<file path="config.mk">
export PLATFORM = sky130hd
export DESIGN_NAME = etai32_reg_adder
export DESIGN_NICKNAME = d
export VERILOG_FILES = /design/src/rtl/etai32_reg_adder.sv
export SDC_FILE = /design/constraint.sdc
export NUM_CORES = 1
export LEC_CHECK = 0
export CAP_MARGIN = 25
export CORE_ASPECT_RATIO = 1.1
export CORE_MARGIN = 2
export CORE_UTILIZATION = 51
export DETAILED_ROUTE_END_ITERATION = 7
export DONT_BUFFER_PORTS = 1
export HOLD_SLACK_MARGIN = 0.1
export PLACE_DENSITY = 0.66
export SLEW_MARGIN = 20
export SYNTH_ARGS = -nofsm -noshare
export SYNTH_HDL_FRONTEND = slang
export SYNTH_SLANG_ARGS = --single-unit
</file>
<file path="constraint.sdc">
create_clock -name Clk -period 1.9 [get_ports Clk]
set_input_delay 0.285 -clock Clk [delete_from_list [all_inputs] [get_ports Clk]]
set_output_delay 0.285 -clock Clk [all_outputs]
set_load 0.02 [all_outputs]
</file>
<file path="src/rtl/etai32_reg_adder.sv">
// etai32_reg_adder: registered Error-Tolerant Adder type I (ETA-I).
// The upper WIDTH-LOWER bits are added exactly and their carry-out lands in
// adder_out[WIDTH]. The lower LOWER bits are carry-free: plain XOR down to
// the highest bit where both operands are 1; from that bit down, every bit
// is forced to 1. The result is registered, so latency is 1 cycle.
// Optional macro ETAI_ERR_FLAG_EN adds a registered err_flag output. It is
// high when the approximate result differs from the exact sum.
// LOWER must lie in 1..WIDTH-1.
module etai32_reg_adder #(
  parameter int WIDTH = 32,
  parameter int LOWER = 16
) (
  input  logic             Clk,
  input  logic             Rst_n,
  input  logic             in_valid,
  input  logic [WIDTH-1:0] data_A,
  input  logic [WIDTH-1:0] data_B,
`ifdef ETAI_ERR_FLAG_EN
  output logic             err_flag,
`endif
  output logic             out_valid,
  output logic [WIDTH:0]   adder_out
);

  logic [LOWER-1:0]     lower_sum;
  logic [WIDTH-LOWER:0] upper_sum;
  logic [WIDTH:0]       approx_d;
  logic [WIDTH:0]       adder_out_q;
  logic                 out_valid_q;

  // Lower part: scan from the MSB down; the first collision saturates the rest
  always_comb begin
    logic sat;
    sat       = 1'b0;
    lower_sum = '0;
    for (int i = LOWER - 1; i >= 0; i--) begin
      if (data_A[i] && data_B[i]) begin
        sat = 1'b1;
      end
      lower_sum[i] = sat | (data_A[i] ^ data_B[i]);
    end
  end

  // Upper part: exact add with zero carry-in; MSB of the sum is the carry-out
  assign upper_sum = {1'b0, data_A[WIDTH-1:LOWER]} + {1'b0, data_B[WIDTH-1:LOWER]};
  assign approx_d  = {upper_sum, lower_sum};

  // Result register: capture on a valid beat, otherwise hold the last result
  always_ff @(posedge Clk or negedge Rst_n) begin
    if (!Rst_n) begin
      adder_out_q <= '0;
      out_valid_q <= 1'b0;
    end else begin
      out_valid_q <= in_valid;
      if (in_valid) begin
        adder_out_q <= approx_d;
      end
    end
  end

  assign adder_out = adder_out_q;
  assign out_valid = out_valid_q;

`ifdef ETAI_ERR_FLAG_EN
  logic [WIDTH:0] exact_sum;
  logic           err_d;
  logic           err_flag_q;

  assign exact_sum = {1'b0, data_A} + {1'b0, data_B};
  assign err_d     = (approx_d != exact_sum);

  // Error flag register: tracks adder_out and holds along with it
  always_ff @(posedge Clk or negedge Rst_n) begin
    if (!Rst_n) begin
      err_flag_q <= 1'b0;
    end else if (in_valid) begin
      err_flag_q <= err_d;
    end
  end

  assign err_flag = err_flag_q;
`endif

endmodule

</file>
# Word level (Yosys, flattened, before mapping)
# Index checks and enable logic that the tools add are counted.
[word_totals]
out_inout_bits = 34
register_bits = 34
in_bits = 67
wordCells = 67
[classes]
mux = 16
reduce_logical = 16
add_sub_neg = 1
bitwise = 32
[ops]
columns = ["operator", "n"]
rows = [
  ["adder 16 x 16 -> 17 bit", 1],
  ["logical AND 1 bit", 16],
  ["two-way mux 1 bit", 16],
  ["bitwise OR 1 bit", 16],
  ["bitwise XOR 1 bit", 16],
]

# Logic depth before layout (Yosys ltp)
# Gate-level depths: netlist (run 1).
[logic_depth]
word_depth = 18
ltp_mapped = 8
ltp_nobuf = 8

# Worst setup path before layout (run 1)
# Ideal clock, no wire load.
[synth_path]
path_type = "input to register"
start = "in data_A[14]"
end = "reg adder_out_q[0], in the netlist adder_out[0]"
required_ns = 1.774
slack_ns = -0.232
n_path_buf = 0
path_stages = 6
arrival_ns = 2.006
path_cell_list = "ha_1 > a2111o_1 > nor3_4 > nand4_2 > or4_4 > o32a_1"
[synth_between]
elab_chain_len = 17
[synth_lines]
columns = ["item", "line", "text"]
rows = [
  ["start, declared", "16", "input logic [WIDTH-1:0] data_A,"],
  ["logical AND 1 bit", "37", "if (data_A[i] && data_B[i]) begin"],
  ["two-way mux 1 bit (15 in a row)", "37", ""],
  ["bitwise OR 1 bit", "40", "lower_sum[i] = sat | (data_A[i] ^ data_B[i]);"],
  ["end signal, assigned", "56", "adder_out_q <= approx_d;"],
  ["end, declared", "28", "logic [WIDTH:0] adder_out_q;"],
]
# Every way passes these cells.
# A chain may end at the register's enable or synchronous reset.

# Worst setup path in the final report (run 1)
[layout_path]
start = "in data_A[12]"
end = "reg adder_out_q[0], in the netlist adder_out[0]"
[layout_between]
elab_chain_len = 15
[layout_lines]
columns = ["item", "line"]
rows = [
  ["logical AND 1 bit", "37"],
  ["two-way mux 1 bit (13 in a row)", "37"],
  ["bitwise OR 1 bit", "40"],
]
# Every way passes these cells.

==> results.yml, run 1 <==
final_layout:
  syn_to_final_growth_pct: 16.9
  diodes: 0
  fin_area_um2: 2760
  num-nets-final: 377
  mostFrequentLayoutCells: "dfrtp_1 (34), ha_1 (26), buf_4 (24)"
  drive_gt1_frac: 0.176
  mostFrequentLayoutCell: "dfrtp_1"
routing:
  initialDrtViolationCount: 91
  post_drt_wl_per_cell_um: 16.9
  drtAntennaViolNets: 0
  avgViaCountPerCell: 6.01
  drt-total-wl_um: 5610
  drc: 0
  first_pass_iters: 4
  vias: 2002
yosys:
  avgSynthCellArea_um2: 9.30
  syn_area_um2: 2360
  synth_fa_ha_area_frac: 0.173
  synth_nets: 353
  synth_xor_area_frac: 0.0148
  ys_seq_elements: 34
  synth-main-ff-cell: "dfrtp_1"
  yosys.area_share.simple: 0.196
  synth_mux_area_frac: 0.0233
  synth-edff-count: 0
  synth_compound_area_frac: 0.206
  async_flop_share: 1.00
  synth_top_family_by_area: "compound AO/OA/AOI/OAI gates"
  synthCells: 254
  yosys_warnings: 0
  synthDistinctLibCells: 48
  yosysSeqAreaShare: 0.360
place:
  pre_cts_slack_ns: -0.201
  place_congestion: 0.858
  placed_cell_area_um2: 2630
  portBuffers: 0
  place_hpwl_um: 4170
sta:
  fin_crit_sh: 0.948
  drv_slew: 0
  worst_slew_pin_slew_ns: 0.586
  hold_viol: 0
  skew_ns: 0
  rsz0062_at_grt: "false"
  finalCriticalPeriod_ns: 1.80
  fmax_ghz: 0.555
  setup_viol: 0
  relSlewSlack: 0.608
  fin_ws_ns: 0.0984
cts:
  htree_levels: 2
  clockRootBuffer: "clkbuf_8"
  clkLatencyLatePin_ns: 0.29
  cts_tree: "built"
  clk_path_buf_depth: 2
  path_clk_slew_ns: 0.07
  cts_buffers: 5
  hold_buffers: 3
  cts_sinks: 34
  cts_setup_buffers: 0
  ctsResizeCount: 0
pwr:
  total_power_mw: 2.03
  peakVddDrop_v: 0.000411
  powerDensity_nw_per_um2: 736
  p_leak_nw: 1.15
global_route:
  use_met3: 0.0517
  grt_pass1_vias: 1863
  grt-ovfl-total: 0
  gr-usage-met2: 0.370
  antenna_found_initial: 0
  busiest_layer: "met2"
  met1_usage: 0.265
  grt_pass1_wl_um: 8300
  grt_max_degree: 39
  grt_usage: 0.217
setup_path:
  path_delay_family: "simple AND/OR/NAND/NOR gates"
  cp-end-kind: "flip-flop"
  start_kind: "input pin"
  critical_path.slowest_cell: "or4_4"
  worstSetupPathType: "in2reg"
  cp_cell_sequence: "ha_4 > a2111o_1 > nor3_4 > nand4_2 > or4_4 > o32a_1"
  required_ns: 2.07
  path_buf_inv: 0
  r2r_cells: 2
  crit_cells: 6
  crit_fanout: 3
  endpoint: "adder_out[0]"
  critPathMaxStageDelay_ns: 0.51
  reg2reg_to: "adder_out[25]"
  worst-r2r-setup-slack_ns: 0.70
  worstReg2RegStart: "adder_out[25]"
  crit_arrival_ns: 1.97
  worstSetupStartpoint: "data_A[12]"
floorplan:
  coreArea_um2: 4380
  die_w_um: 68.9
  start_util: 0.539
  die_y_um: 75.4
  ioPinCount: 101
  die_area_um2: 5190
  num_rows: 25
min_path:
  hold_start: "in_valid"
  hp-class: "in2reg"
outcome:
  status: "complete, no violations"
job:
  cap_violations: 0
[registers in the layout, summed over array words and instances, names as in the netlist]
name,count
adder_out,33
out_valid,1
[cell usage after synthesis, types with 4 or more instances]
cell,number,area share
dfrtp_1,34,0.36
ha_1,31,0.16
nor2_1,23,0.037
a21oi_1,21,0.045
nand2_1,18,0.029
nor3_1,15,0.032
o21ai_0,10,0.021
o21a_1,9,0.029
inv_1,7,0.011
or3_1,7,0.019
nand3_1,6,0.013
a31oi_1,5,0.013
clkbuf_1,5,0.0079
nand2b_1,5,0.013
o31ai_1,5,0.016
buf_1,4,0.0064
mux2_2,4,0.019
o32a_1,4,0.017
[cell families (layout without fill, tap and decap cells)]
logic type      count (synthesis)  in the layout
simple gates                   90             90
buf+inv                        17             42
xor+xnor                        4              4
fa+ha+maj                      32             32
mux                             5              5
compound gates                 72             72
flops                          34             34
[per-layer routing]
layer,part of all wire,vias to the layer above
li1,-,998
met1,0.42,921
met2,0.49,76
met3,0.075,7
met4,0.015,0
met5,0,-
[worst min-delay path by stage]
stage / to / slack, ns / cells after the start
after global placement: adder_out[29] / -0.01 / 0
after floorplan: adder_out[0] / -0.01 / 0
after CTS: adder_out[1] / 0.13 / 1
after detailed placement: adder_out[29] / -0.01 / 0
after global routing: adder_out[1] / 0.13 / 1
final: adder_out[1] / 0.15 / 1
[layout make-up]
cell class	count	area, um2
Clock buffer	7	86.3
Clock inverter	1	5.00
Tap cell	54	67.6
Fill cell	386	1620
Multi-Input combinational cell	203	1500
Timing Repair Buffer	27	220
Sequential cell	34	851
Inverter	7	26.3
[report_power, final]
group	leakage (nW)	internal (mW)	switching (mW)	total, mW
registers	0.361	0.810	0.172	0.982
logic	0.744	0.245	0.241	0.486
clock network	0.0482	0.292	0.271	0.563
total	1.15	1.35	0.684	2.03
[metrics by stage]
step           TNS (ns)  hold slack, ns  utilization  std cells
3_5_place_dp     -0.730        -0.00988        0.600        322
3_3_place_gp     -0.591        -0.00990        0.600        322
5_1_grt               0           0.128        0.630        333
2_1_floorplan    -0.518         -0.0106            -        254
6_report              0           0.148        0.630        333
4_1_cts               0           0.128        0.630        333
Power figures use the tool's default switching activity.
==> run 2, diff against run 1 <==
- CORE_MARGIN: 2 -> 3
==> results.yml, run 2 (synthesized netlist as in run 1, its figures left out) <==
routing:
  drc: 0
  avgViaCountPerCell: 6.07
  post_drt_wl_per_cell_um: 16.5
  first_pass_iters: 4
  vias: 2020
  initialDrtViolationCount: 114
  drtAntennaViolNets: 0
  drt-total-wl_um: 5510
sta:
  drv_slew: 0
  finalCriticalPeriod_ns: 1.78
  fmax_ghz: 0.562
  fin_ws_ns: 0.120
  rsz0062_at_grt: "false"
  relSlewSlack: 0.626
  setup_viol: 0
  worst_slew_pin_slew_ns: 0.559
  setup-tns-final_ns: 0
  fin_crit_sh: 0.937
  hold_viol: 0
  skew_ns: 0
outcome:
  status: "complete, no violations"
final_layout:
  num-nets-final: 377
  mostFrequentLayoutCells: "dfrtp_1 (34), ha_1 (26), buf_4 (24)"
  largest_reg_flops: 33
  final.fill_count: 389
  drive_gt1_frac: 0.176
  diodes: 0
  mostFrequentLayoutCell: "dfrtp_1"
  syn_to_final_growth_pct: 16.9
global_route:
  antenna_found_initial: 0
  grt-ovfl-total: 0
  grt_max_degree: 40
  grt_pass1_wl_um: 9100
  grt_pass1_vias: 1973
  grt_usage: 0.205
floorplan:
  coreArea_um2: 4380
  start_util: 0.539
  num_rows: 25
  ioPinCount: 101
  die_y_um: 77.4
  die_area_um2: 5480
  die_w_um: 70.9
cts:
  clk_path_buf_depth: 2
  path_clk_slew_ns: 0.07
  cts_tree: "built"
  ctsResizeCount: 0
  htree_levels: 2
  cts_buffers: 5
  clkLatencyLatePin_ns: 0.28
  cts_sinks: 34
  clockRootBuffer: "clkbuf_8"
setup_path:
  cp-end-kind: "flip-flop"
  crit_fanout: 3
  crit_arrival_ns: 1.95
  worstSetupPathType: "in2reg"
  start_kind: "input pin"
  required_ns: 2.07
place:
  place_congestion: 0.791
  place_hpwl_um: 4220
  portBuffers: 0
  pre_cts_slack_ns: -0.180
pwr:
  peakVddDrop_v: 0.000421
  p_leak_nw: 1.15
  powerDensity_nw_per_um2: 729
job:
  cap_violations: 0
min_path:
  hp-class: "in2reg"
-- run 2: cell counts in the layout (fill, tap and decap cells not counted) --
Identical to the previous run, type by type.
-- run 2: path summary, 6_finish.rpt --
check / start / slack [ns] / to / cells after the start
worst max-delay path: data_A[13] / 0.12 / adder_out[1] / 6
worst min-delay path: in_valid / 0.11 / adder_out[10] / 1
worst max register to register: adder_out[25] / 0.71 / adder_out[25] / 2
worst min register to register: adder_out[6] / 0.64 / adder_out[6] / 2
max in group asynchronous: Rst_n / 1.23 / adder_out[26] / 2
min in group asynchronous: Rst_n / 0.49 / adder_out[11] / 2
-- run 2: per-layer routing --
metal | up-vias | track usage | wire length (um)
li1 | 999 | - | -
met1 | 934 | 0.257 | 2310
met2 | 81 | 0.342 | 2630
met3 | 6 | 0.0609 | 506
met4 | 0 | 0.0583 | 59
met5 | - | 0 | 0
-- run 2: critical path, stage by stage --
cell	delay, ns
ha_2	0.16
a2111o_1	0.40
nor3_4	0.19
nand4_2	0.10
or4_4	0.51
o32a_1	0.30
-- run 2: through the flow --
stage	util	area, um2	hold slack (ns)	cells	power (mW)
after floorplan	-	2420	-0.0106	254	1.33
after detailed placement	0.600	2630	-0.00981	322	1.46
after global routing	0.630	2760	0.110	333	2.14
final	0.630	2760	0.113	333	2.01
after CTS	0.630	2760	0.102	333	2.04
after global placement	0.600	2630	-0.00987	322	1.45
-- run 2: repair_timing --
| action | in CTS | in global routing |
|---|---|---|
| hold buffers | 3 | 0 |
| buffers inserted | 0 | 0 |
| endpoints found under the hold margin | 42 | 0 |
-- run 2: cell type report --
class / count / area, um2 / area share
multi-input cells: 203 / 1500 / 0.545
well taps: 54 / 67.6 / 0.0245
inverters: 7 / 26.3 / 0.00952
flip-flops and latches: 34 / 851 / 0.308
clock buffers: 7 / 86.3 / 0.0313
clock inverters: 1 / 5.00 / 0.00181
repair buffers: 27 / 220 / 0.0798
-- run 2: report_power, final --
group / switching [mW] / leakage, nW / internal [mW]
registers: 0.172 / 0.361 / 0.810
logic: 0.237 / 0.744 / 0.244
clock network: 0.255 / 0.0482 / 0.292
